`src/rtl/wb_stage.sv`:
```
// Writeback stage: arbitrates EXU and LSU results onto the register-file write port,
// formats load data and tracks registers with loads still outstanding.
module wb_stage #(
  parameter int unsigned DATA_LEN   = 32,
  parameter int unsigned STARVE_MAX = 3
) (
  input  logic                clk,
  input  logic                rst_n,
  input  logic                exu_valid,
  output logic                exu_ready,
  input  logic                exu_wen,
  input  logic [4:0]          exu_rd,
  input  logic [DATA_LEN-1:0] exu_data,
  input  logic                lsu_valid,
  output logic                lsu_ready,
  input  logic [4:0]          lsu_rd,
  input  logic [2:0]          lsu_funct3,
  input  logic [1:0]          lsu_addr_lo,
  input  logic [DATA_LEN-1:0] lsu_word,
  input  logic                iss_load_valid,
  input  logic [4:0]          iss_load_rd,
  output logic                dest_wen,
  output logic [4:0]          rd,
  output logic [DATA_LEN-1:0] dest_data,
  output logic [31:0]         pend_mask,
  output logic                load_err
);

  localparam int unsigned CW = (STARVE_MAX < 1) ? 1 : $clog2(STARVE_MAX + 1);

  typedef enum logic [2:0] {
    LD_B  = 3'b000,
    LD_H  = 3'b001,
    LD_W  = 3'b010,
    LD_BU = 3'b100,
    LD_HU = 3'b101
  } load_kind_e;

  logic [CW-1:0]       starve_cnt;
  logic                starve_force;
  logic                lsu_acc;
  logic                exu_acc;
  logic                wb_is_load;
  logic [7:0]          ld_byte;
  logic [15:0]         ld_half;
  logic [DATA_LEN-1:0] ld_data;
  logic                ld_err;
  logic [31:0]         pend_set;
  logic [31:0]         pend_clr;

  // Arbitration: LSU wins unless EXU has been refused STARVE_MAX times in a row.
  assign starve_force = (starve_cnt == CW'(STARVE_MAX)) && exu_valid && lsu_valid;
  assign lsu_ready    = ~starve_force;
  assign exu_ready    = starve_force | ~lsu_valid;
  assign lsu_acc      = lsu_valid & lsu_ready;
  assign exu_acc      = exu_valid & exu_ready;

  always_ff @(posedge clk or negedge rst_n) begin
    if (!rst_n) begin
      starve_cnt <= '0;
    end else if (!exu_valid || exu_acc) begin
      starve_cnt <= '0;
    end else if (starve_cnt != CW'(STARVE_MAX)) begin
      starve_cnt <= starve_cnt + 1'b1;
    end
  end

  always_comb begin
    ld_byte = lsu_word[7:0];
    case (lsu_addr_lo)
      2'd0: ld_byte = lsu_word[7:0];
      2'd1: ld_byte = lsu_word[15:8];
      2'd2: ld_byte = lsu_word[23:16];
      2'd3: ld_byte = lsu_word[31:24];
      default: ld_byte = lsu_word[7:0];
    endcase
    ld_half = lsu_addr_lo[1] ? lsu_word[31:16] : lsu_word[15:0];
    ld_data = lsu_word;
    ld_err  = 1'b0;
    case (load_kind_e'(lsu_funct3))
      LD_B:  ld_data = {{(DATA_LEN-8){ld_byte[7]}}, ld_byte};
      LD_BU: ld_data = {{(DATA_LEN-8){1'b0}}, ld_byte};
      LD_H: begin
        ld_data = {{(DATA_LEN-16){ld_half[15]}}, ld_half};
        ld_err  = lsu_addr_lo[0];
      end
      LD_HU: begin
        ld_data = {{(DATA_LEN-16){1'b0}}, ld_half};
        ld_err  = lsu_addr_lo[0];
      end
      LD_W: begin
        ld_data = lsu_word;
        ld_err  = (lsu_addr_lo != 2'd0);
      end
      default: begin
        ld_data = lsu_word;
        ld_err  = 1'b1;
      end
    endcase
  end

  always_ff @(posedge clk or negedge rst_n) begin
    if (!rst_n) begin
      dest_wen   <= 1'b0;
      rd         <= '0;
      dest_data  <= '0;
      wb_is_load <= 1'b0;
      load_err   <= 1'b0;
    end else begin
      wb_is_load <= lsu_acc;
      load_err   <= lsu_acc & ld_err;
      if (lsu_acc) begin
        dest_wen  <= (lsu_rd != 5'd0);
        rd        <= lsu_rd;
        dest_data <= ld_data;
      end else if (exu_acc) begin
        dest_wen  <= exu_wen && (exu_rd != 5'd0);
        rd        <= exu_rd;
        dest_data <= exu_data;
      end else begin
        dest_wen  <= 1'b0;
      end
    end
  end

  // Clear is applied first so a same-edge set on the same index survives.
  always_comb begin
    pend_set = '0;
    pend_clr = '0;
    if (iss_load_valid && iss_load_rd != 5'd0) pend_set[iss_load_rd] = 1'b1;
    if (dest_wen && wb_is_load) pend_clr[rd] = 1'b1;
  end

  always_ff @(posedge clk or negedge rst_n) begin
    if (!rst_n) begin
      pend_mask <= '0;
    end else begin
      pend_mask <= ((pend_mask & ~pend_clr) | pend_set) & 32'hFFFF_FFFE;
    end
  end

endmodule

```
`config.mk`:
```
export PLATFORM = sky130hd
export DESIGN_NAME = wb_stage
export DESIGN_NICKNAME = d
export VERILOG_FILES = /design/src/rtl/wb_stage.sv
export SDC_FILE = /design/constraint.sdc
export NUM_CORES = 1
export LEC_CHECK = 0
export ABC_AREA = 0
export ABC_CLOCK_PERIOD_IN_PS = 3970
export BUFFER_PORTS_ARGS = -buffer_cell sky130_fd_sc_hd__buf_2
export CORE_ASPECT_RATIO = 2
export CORE_MARGIN = 2
export CORE_UTILIZATION = 30
export CTS_CLUSTER_DIAMETER = 30
export DETAILED_ROUTE_END_ITERATION = 7
export MAX_ROUTING_LAYER = met4
export PLACE_DENSITY = 0.52
export SLEW_MARGIN = 20
export SYNTH_ARGS = -nofsm -noshare
export SYNTH_HDL_FRONTEND = slang
export SYNTH_SLANG_ARGS = --single-unit
```
`constraint.sdc`:
```
create_clock -name clk -period 3.97 [get_ports clk]
set_clock_uncertainty 0.1 [all_clocks]
set_input_delay 0.1985 -clock clk [delete_from_list [all_inputs] [get_ports clk]]
set_output_delay 0.1985 -clock clk [all_outputs]
set_load 0.05 [all_outputs]
```
# Word level (Yosys, flattened, before mapping)

Cells that the tools add are included.

Flip-flop bits (word level): 73
Bits of input ports: 90
Output and inout port bits: 73

$add $sub $neg: 1
Order comparisons: 4
Equal/unequal tests: 9
Muxes and demuxes: 18
Bitwise operators: 9
Reduce and logical (&&, ||, !) cells: 19

Operator list:

| cell                                                       | count |
|---|---|
| 2-to-1 mux 32 bit                                          | 4 |
| case mux 32 bit (4 select lines)                           | 1 |
| AND 32 bit                                                 | 1 |
| NOT 32 bit                                                 | 1 |
| OR 32 bit                                                  | 1 |
| case mux 8 bit (4 select lines)                            | 1 |
| 2-to-1 mux 16 bit                                          | 1 |
| nonzero test 5 bit                                         | 3 |
| less-than comparator 5 x 6 -> 1 bit, second input constant | 2 |
| demux 1 bit (select 5 bit)                                 | 2 |
| >= comparator 5 x 1 -> 1 bit, second input constant        | 2 |
| 2-to-1 mux 5 bit                                           | 2 |
| logical AND 1 bit                                          | 7 |
| == test 2 bit, second input constant                       | 3 |
| == test 3 bit, second input constant                       | 2 |
| nonzero test 2 bit                                         | 3 |
| 2-to-1 mux 1 bit                                           | 4 |
| 2-to-1 mux 2 bit                                           | 2 |
| OR reduction 2 bit                                         | 2 |
| AND 1 bit                                                  | 3 |
| == test 3 x 1 -> 1 bit, second input constant              | 1 |
| == test 3 x 2 -> 1 bit, second input constant              | 1 |
| logical NOT 3 bit                                          | 1 |
| case mux 1 bit (3 select lines)                            | 1 |
| 8 further kinds                                            | 9 |

# Logic depth before layout (Yosys ltp)

Gate-level depths: netlist of run 1.

Depth in word-level cells: 8
Mapped depth: 9

# Worst setup path after synthesis of run 1

OpenSTA, ideal clock, no wires.

Path kind: register to register
Start: register starve_cnt[0]
End: register dest_data[12]
Library setup time: 143 ps
Arrival: 1557 ps
Slack: 2170 ps
Cell stages (with the launch flop): 9
Buffers on the path: 3
Period minus slack after synthesis: 1800 ps
Cells stage by stage: dfrtp_1 > ha_1 > nand2_1 > and2_1 > inv_2 > buf_6 > buf_2 > buf_2 > a22oi_1

Longest elaborated chain between the ends: 6
Elaborated cells on any way between the ends: 9

RTL lines:

| what                            | line | text |
|---|---|---|
| start, declared                 | 39   | `logic [CW-1:0] starve_cnt;` |
| start signal, assigned          | 64   | `starve_cnt <= starve_cnt + 1'b1;` |
| == test 2 bit                   | 52   | `assign starve_force = (starve_cnt == CW'(STARVE_MAX)) && exu_valid && lsu_valid;` |
| logical AND 1 bit (2 in series) | 52   |  |
| OR 1 bit                        | 54   | `assign exu_ready = starve_force \| ~lsu_valid;` |
| named net exu_ready             | 10   | `output logic exu_ready,` |
| AND 1 bit                       | 56   | `assign exu_acc = exu_valid & exu_ready;` |
| nonzero test 2 bit (no line)    | --   |  |
| end signal, assigned            | 115  | `dest_data <= ld_data;` |
| end signal, assigned            | 119  | `dest_data <= exu_data;` |
| end, declared                   | 24   | `output logic [DATA_LEN-1:0] dest_data,` |

The timed path passes the listed nets, and every way through them passes these cells.
A chain may end at the register's enable or synchronous reset.

# Final worst setup path of run 1

Start: register starve_cnt[0]
End: output exu_ready

Longest elaborated chain between the ends: 4

RTL lines:

| what                            | line |
|---|---|
| == test 2 bit                   | 52 |
| logical AND 1 bit (2 in series) | 52 |
| OR 1 bit                        | 54 |
| end, declared                   | 10 |

Every way passes these cells.

==> results.md, run 1 <==
- CTS tree: yes
- Asr flop ratio synth: 1.00
- Post-synth net total: 491
- Int Power: 1.68 mW
- 1st-pass router iterations: 4
- DRT iter0 DRCs: 104
- Post-layout min period: 2.47 ns
- # port buffers: 161
- Initial antenna violation count: 0
- Starting density of the core: 0.307
- IO Count: 163
- Routed WL: 13.1 mm
- Gr ovfl total: 0
- Max Freq: 0.405 GHz
- Final Net Count: 640
- Post-Synth Simple-Gate Area: 0.147
- Num rows: 58
- Synth unique cells: 45
- CTS Sinks: 73
- Slew @ Worst Pin: 0.976 ns
- Detailed placement HPWL: 10.1 mm
- Tot Pwr: 2.82 mW
- Synth Cell Area: 3830 sq um
- Final hold viol count: 0
- Most common cell after layout, fill and taps aside: buf_2
- Mux share of post-synthesis cell area: 0.0814
- Die Y: 164 um
- CTS root buf: clkbuf_16
- Worst vdd ir: 0.376 mV
- Post-cts resize count: 0
- Hold/Removal Path Class: input pin to register
- Antenna Cells: 0
- Htree depth: 3
- Most frequent cells in the layout: 160 x buf_2, 73 x dfrtp_1, 65 x o21ai_0
- DRC: 0
- Total GRT Usage: 0.196
- Max Cap Viol: 0
- Crit path launch type: register
- Sw Share: 0.402
- Full die area: 13700 sq um
- Logic pwr share: 0.344
- Power density cells: 559 nW/um^2
- Post-CTS Setup Bufs: 0
- EDFF count, synth: 0
- Setup CP Type: register to output port
- Synth-to-Final Area Change: 31.7%
- Vias: 3784
- Crit path DAT: 2.17 ns
- Total leakage power: 2.35 nW
- Max FO, Critical Path: 39
- RSZ-0062 raised after global routing: no
- Avg Inst Size Synth: 9.57 sq um
- FF+latch count, synth: 73
- Vias in the first global route: 3849
- Switching power total: 1.13 mW
- TNS Setup: 0 ns
- Slew Limit Fails: 0
- Synth Area in Compound Gates: 0.244
- Largest net degree at the start of global routing: 74
- XOR/XNOR share of the synthesized area: 0
- Post-CTS Hold Buffers: 1
- Crit-path slowest cell: inv_2
- DP Area: 4700 sq um
- DRT antenna net count: 0
- Layout Utilization: 0.404
- Final setup violation count: 0
- Yosys warns: 0
- Synth Flop Type: dfrtp_1
- Buf/Inv on CP: 3
- Max-slew headroom: 0.349
- Status: finished, final reports clean
- Wirelength per Cell: 18.7 um
- Crit path max-delay family: buffers and inverters
- Fin worst setup slack: 1.50 ns
- Cts bufs inserted: 9
- Type of element capturing the critical path: output port
- Sequential share of the synthesized area: 0.477
- Crit path cell chain: ha_1, nand2_1, and2_1, buf_4, inv_2, buf_2
- Longest Clk Path Bufs: 2
- Dpl ws: 1.56 ns
- Vias per cell: 5.38
- First-pass GRT wire length: 20.2 mm
- Chip Width: 83.9 um
- Post-route cell area: 5040 sq um
- Reg2reg setup slack: 1.55 ns
- Share of cells above drive strength 1: 0.348
- Post-Syn Instances: 400
- Clock share of power: 0.317
- Clock Pin Slew Worst Setup and Hold Paths: 0.06 ns
- GPL Wtd Cong: 0.882
- Critical Path Max Stage Delay: 0.45 ns
- Sequential power share: 0.339
- Final Cycle Share: 0.623
- Core area: 12500 sq um
- Worst-Skew Late Latency: 0.33 ns
- Required time of the critical path: 3.67 ns
- Largest family of logic cells by synthesized area: compound AO/OA/AOI/OAI gates
- Synth Area in Adders: 0.00327
worst reg2reg max path, stage by stage (launching register included):
cell	delay, ns
dfrtp_1	0.35
ha_1	0.16
nand2_1	0.12
and2_1	0.19
buf_4	0.17
inv_2	0.45
buf_4	0.38
o21ai_0	0.15
a211o_1	0.23
path summary, 6_finish.rpt:
check,start,endpoint,cells after the start
setup reg to reg,starve_cnt[0]$_DFFE_PN0P_,dest_data[16]$_DFFE_PN0P_,8
min in group asynchronous,rst_n,pend_mask[1]$_DFF_PN0_,2
max in group asynchronous,rst_n,dest_data[6]$_DFFE_PN0P_,2
hold / removal,lsu_rd[3],dest_wen$_DFF_PN0_,3
setup / recovery,starve_cnt[0]$_DFFE_PN0P_,exu_ready,6
hold reg to reg,starve_cnt[0]$_DFFE_PN0P_,starve_cnt[0]$_DFFE_PN0P_,1
registers in the layout, summed over array words and instances, names as in the netlist:
register / flops
wb_is_load: 1
starve_cnt: 2
rd: 5
dest_data: 32
pend_mask: 31
dest_wen: 1
load_err: 1
logic make-up (layout without fill, tap and decap cells):
logic type / count (synthesis) / after routing
AOI/OAI and AO/OA: 153 / 153
buffers and inverters: 34 / 188
DFF: 73 / 73
muxes: 29 / 29
adders and majority gates: 1 / 1
other: 1 / 1
and+or+nand+nor: 109 / 109
synthesized netlist by cell type, types with 9 or more instances:
library cell  number  share of area
dfrtp_1           73           0.48
nor2_1            17          0.017
nand3_1           20          0.026
a22oi_1           11          0.022
mux2i_1           23          0.060
a21oi_1           15          0.020
clkbuf_1          12          0.012
o22ai_1           10          0.016
nor3_1            10          0.013
o21ai_1           18          0.024
o21ai_0           65          0.085
a211o_1           16          0.037
nand2_1           27          0.026
buf_2              9          0.012
final cells by class:
type | instances | area, sq um
well taps | 150 | 188
repair buffers | 166 | 848
fillers | 1299 | 7440
clock buffers | 10 | 239
inverters | 6 | 22.5
clock inverters | 6 | 90.1
multi-input cells | 293 | 1820
flip-flops and latches | 73 | 1830
power groups by stage:
stage | Combinational (mW) | Sequential [mW] | Clock [mW]
2_1_floorplan | 0.226 | 1.43 | 0
3_3_place_gp | 0.967 | 0.969 | 0
3_5_place_dp | 0.976 | 0.971 | 0
4_1_cts | 0.978 | 0.957 | 0.918
5_1_grt | 1.03 | 0.974 | 0.950
6_report | 0.969 | 0.956 | 0.893
metal layers:
metal / GRT usage / wire [um] / vias to the layer above
li1: - / - / 1777
met3: 0.0312 / 653 / 30
met1: 0.202 / 4750 / 1811
met4: 0.0960 / 502 / 0
met5: - / 0 / -
met2: 0.357 / 7230 / 166
metrics by stage:
step	hold WS, ns	std cells
floorplan	-0.197	400
global placement	0.315	687
detailed placement	0.316	687
CTS	0.0191	704
global route	0.0300	704
finish	0.0323	704
(Power assumes the default switching activity.)
==> run 2: changes to the inputs <==
--- a/config.mk
+++ b/config.mk
@@ -5,8 +5,8 @@
 export SDC_FILE = /design/constraint.sdc
 export NUM_CORES = 1
 export LEC_CHECK = 0
-export ABC_AREA = 0
-export ABC_CLOCK_PERIOD_IN_PS = 3970
+export ABC_AREA = 1
+export ABC_CLOCK_PERIOD_IN_PS = 2000
 export BUFFER_PORTS_ARGS = -buffer_cell sky130_fd_sc_hd__buf_2
 export CORE_ASPECT_RATIO = 2
 export CORE_MARGIN = 2
@@ -14,7 +14,7 @@
 export CTS_CLUSTER_DIAMETER = 30
 export DETAILED_ROUTE_END_ITERATION = 7
 export MAX_ROUTING_LAYER = met4
-export PLACE_DENSITY = 0.52
+export PLACE_DENSITY = 0.53
 export SLEW_MARGIN = 20
 export SYNTH_ARGS = -nofsm -noshare
 export SYNTH_HDL_FRONTEND = slang
==> constraint.sdc (replaced) <==
create_clock -name clk -period 2 [get_ports clk]
set_clock_uncertainty 0.1 [all_clocks]
set_input_delay 0.1 -clock clk [delete_from_list [all_inputs] [get_ports clk]]
set_output_delay 0.1 -clock clk [all_outputs]
set_load 0.05 [all_outputs]
==> run 2 against run 1 <==
  * Highest routed layer unchanged
  * Synthesized cell count up 30%
  * Design area up 11%
  * The flow now finishes with violations (DRC)
  * Cell count up 24%
  * Synthesized area up 4.8%
==> results.md, run 2 <==
- Status: finished with violations (was finished, final reports clean)
- Failing checks: DRC
- DRC: 11 (was 0)
- EDFF count, synth: 0 (unchanged)
- Largest net degree at the start of global routing: 57 (was 74)
- 1st-pass router iterations: 8 (was 4)
- Routed WL: 15.1 mm (was 13.1 mm)
- Crit path DAT: 1.61 ns (was 2.17 ns)
- IO Count: 163 (unchanged)
- CTS tree: yes (unchanged)
- Avg Inst Size Synth: 7.74 sq um (was 9.57 sq um)
- First-pass GRT wire length: 23.4 mm (was 20.2 mm)
- Metal2 WL: 8.21 mm (was 7.23 mm)
- R2r endpoint: rd[0]$_DFFE_PN0P_ (was dest_data[16]$_DFFE_PN0P_)
- Synth Cell Area: 4010 sq um (was 3830 sq um)
- Number of flip-flops in the largest register: 32 (unchanged)
- Largest area contributor in the netlist: dfrtp_1 (unchanged)
- Chip Width: 85.7 um (was 83.9 um)
- Synth unique cells: 30 (was 45)
- Setup CP Type: register to output port (unchanged)
- Clock Pin Slew Worst Setup and Hold Paths: 0.06 ns (about the same)
- Worst Hold Launch: lsu_word[29] (was lsu_rd[3])
- Worst-Skew Late Latency: 0.34 ns (was 0.33 ns)
- Final Cycle Share: 0.907
- Synth-to-Final Area Change: 39.6% (was 31.7%)
- Worst r2r src: starve_cnt[0]$_DFFE_PN0P_ (unchanged)
- Biggest register: dest_data (unchanged)
- Synth Flop Type: dfrtp_1 (unchanged)
- Worst vdd ir: 0.468 mV (was 0.376 mV)
- Met3 WL: 871 um (was 653 um)
- Top cell type's share of synthesized area: 0.456 (was 0.477)
- Final setup violation count: 0 (unchanged)
- Dpl ws: 0.324 ns (was 1.56 ns)
- Hold/Removal Path Class: input pin to register (unchanged)
- Crit path cell chain: ha_1, nand2_1, nand2_2, buf_12, buf_2 (was ha_1, nand2_1, and2_1, buf_4, inv_2, buf_2)
- Tot Pwr: 5.56 mW (was 2.82 mW)
- Final hold viol count: 0 (unchanged)
- Antenna Cells: 0 (unchanged)
- # port buffers: 161 (unchanged)
- Total GRT Usage: 0.221 (was 0.196)
- Total leakage power: 2.77 nW (was 2.35 nW)
- Hold Path Depth: 5 (was 3)
- Yosys warns: 0 (unchanged)
- Num rows: 59 (was 58)
- Most frequent cell after synthesis: nand2_1 (was dfrtp_1)
- GPL Wtd Cong: 0.948 (was 0.882)
- Detailed placement HPWL: 11.9 mm (was 10.1 mm)
- Die Y: 167 um (was 164 um)
- Max Freq: 0.551 GHz
- Max Cap Viol: 0 (unchanged)
- Post-Syn Instances: 518 (was 400)
- Post-synth net total: 609 (was 491)
- Final Net Count: 804 (was 640)
- Wirelength per Cell: 17.4 um (was 18.7 um)
- Most frequent cells in the layout: 160 x buf_2, 157 x nand2_1, 79 x o21ai_0 (was 160 x buf_2, 73 x dfrtp_1, 65 x o21ai_0)
- Crit-path slowest cell: dfrtp_1 (was inv_2)
- Asr flop ratio synth: 1.00 (unchanged)
- Commonest cells post-synth: 157 x nand2_1, 79 x o21ai_0, 73 x dfrtp_1, 53 x nand3_1, 30 x nor2_1 (was 73 x dfrtp_1, 65 x o21ai_0, 27 x nand2_1, 23 x mux2i_1, 20 x nand3_1)
- RSZ-0062 raised after global routing: no (unchanged)
- Crit path max-delay family: buffers and inverters (unchanged)
- WHS Endpoint: dest_data[29]$_DFFE_PN0P_ (was dest_wen$_DFF_PN0_)
- Fin worst setup slack: 0.185 ns (was 1.50 ns)
- Starting density of the core: 0.307 (about the same)
- TNS Setup: 0 ns (unchanged)
- Longest Clk Path Bufs: 2 (unchanged)
- FF+latch count, synth: 73 (unchanged)
- Buf/Inv on CP: 2 (was 3)
- Type of element capturing the critical path: output port (unchanged)
- Post-layout min period: 1.81 ns
- Reg2reg setup slack: 0.34 ns (was 1.55 ns)
- Post-CTS Hold Buffers: 39 (was 1)
- Vias in the first global route: 4510 (was 3849)
- Post-cts resize count: 0 (unchanged)
- Wl on met1: 5.29 mm (was 4.75 mm)
- CTS Sinks: 73 (unchanged)
- DRT iter0 DRCs: 203 (was 104)
- Max FO, Critical Path: 54 (was 39)
- Core area: 13100 sq um (was 12500 sq um)
- Power density cells: 994 nW/um^2 (was 559 nW/um^2)
- Dominant cells by area after synthesis: dfrtp_1 46%, nand2_1 15%, o21ai_0 9.9% (was dfrtp_1 48%, o21ai_0 8.5%, mux2i_1 6.0%)
- DRT antenna net count: 0 (unchanged)
- Vias: 4340 (was 3784)
- Hold slack: 0.0146 ns (was 0.0323 ns)
- Share of cells above drive strength 1: 0.295 (was 0.348)
- Critical Path Max Stage Delay: 0.36 ns (was 0.45 ns)
- Gr ovfl total: 0 (unchanged)
- Largest regs: dest_data: 32 flops, pend_mask: 31 flops, rd: 5 flops (unchanged)
- Post-CTS Setup Bufs: 0 (unchanged)
- Layout Utilization: 0.428 (was 0.404)
- CTS root buf: clkbuf_16 (unchanged)
- Most common cell after layout, fill and taps aside: buf_2 (unchanged)
- Htree depth: 3 (unchanged)
- Crit path launch type: register (unchanged)
- Sequential share of the synthesized area: 0.456 (was 0.477)
- Vias per cell: 4.99 (was 5.38)
- Cts bufs inserted: 9 (unchanged)
- Full die area: 14400 sq um (was 13700 sq um)
- Max Used Layer: met4 (unchanged)
- Slew Limit Fails: 0 (unchanged)
- Initial antenna violation count: 0 (unchanged)
- Required time of the critical path: 1.80 ns (was 3.67 ns)
- Reg2Reg Depth: 7 (was 8)
## run 2: changes by cell type after synthesis, sizes merged, moves of 6 or more
cell,previous run,this run
clkbuf,12,2
or3,6,0
o22ai,10,0
inv,6,28
nor2,17,33
a21oi,16,24
nand2,27,165
a22o,8,0
nand3,20,68
nor3,10,2
a211o,16,0
nand3b,8,0
mux2i,25,0
## run 2: how the worst max path moves through the flow
stage / startpoint / end / depth (start not counted)
after floorplan: dest_wen$_DFF_PN0_ / pend_mask[10]$_DFF_PN0_ / 5
after global placement: starve_cnt[0]$_DFFE_PN0P_ / rd[0]$_DFFE_PN0P_ / 7
after global routing: starve_cnt[0]$_DFFE_PN0P_ / exu_ready / 5
final: starve_cnt[0]$_DFFE_PN0P_ / exu_ready / 5
after detailed placement: starve_cnt[0]$_DFFE_PN0P_ / rd[0]$_DFFE_PN0P_ / 7
after CTS: starve_cnt[0]$_DFFE_PN0P_ / exu_ready / 5
## run 2: logic make-up (layout without fill, tap and decap cells)
kind of cell | Yosys count | in the layout | synth area share
and+or+nand+nor | 275 | 275 | 0.321
AOI/OAI and AO/OA | 118 | 118 | 0.156
DFF | 73 | 73 | 0.456
buffers and inverters | 50 | 250 | 0.0634
adders and majority gates | 1 | 1 | 0.00312
other | 1 | 1 | 0.000935
## run 2: report_power, final
group	switching, mW	internal (mW)	total, mW
clock	0.673	0.837	1.51
combinational	1.62	0.515	2.13
sequential	0.159	1.76	1.92
## run 2: cell type report
class	instances	area (sq um)
clock buffer	9	225
clock inverter	7	46.3
fill	1364	7470
inverter	28	110
multi-input combinational	395	1930
sequential	73	1830
tap	152	190
timing repair buffer	206	1270
## run 2: metal layers
metal	global-route usage	up-vias
li1	-	2122
met4	0.126	0
met1	0.220	1991
met5	-	-
met2	0.398	184
met3	0.0340	43
## run 2: through the flow
step,std cells,cell area [sq um]
after floorplan,518,4010
after global placement,815,4930
after detailed placement,815,4930
after CTS,870,5600
after global routing,870,5600
final,870,5600
## run 2: tightest hold or removal path, stage by stage
cell and delay [ns]:
buf_2 0.09, a21oi_1 0.07, nand3_2 0.07, nand2_1 0.04
nand2_1 0.05
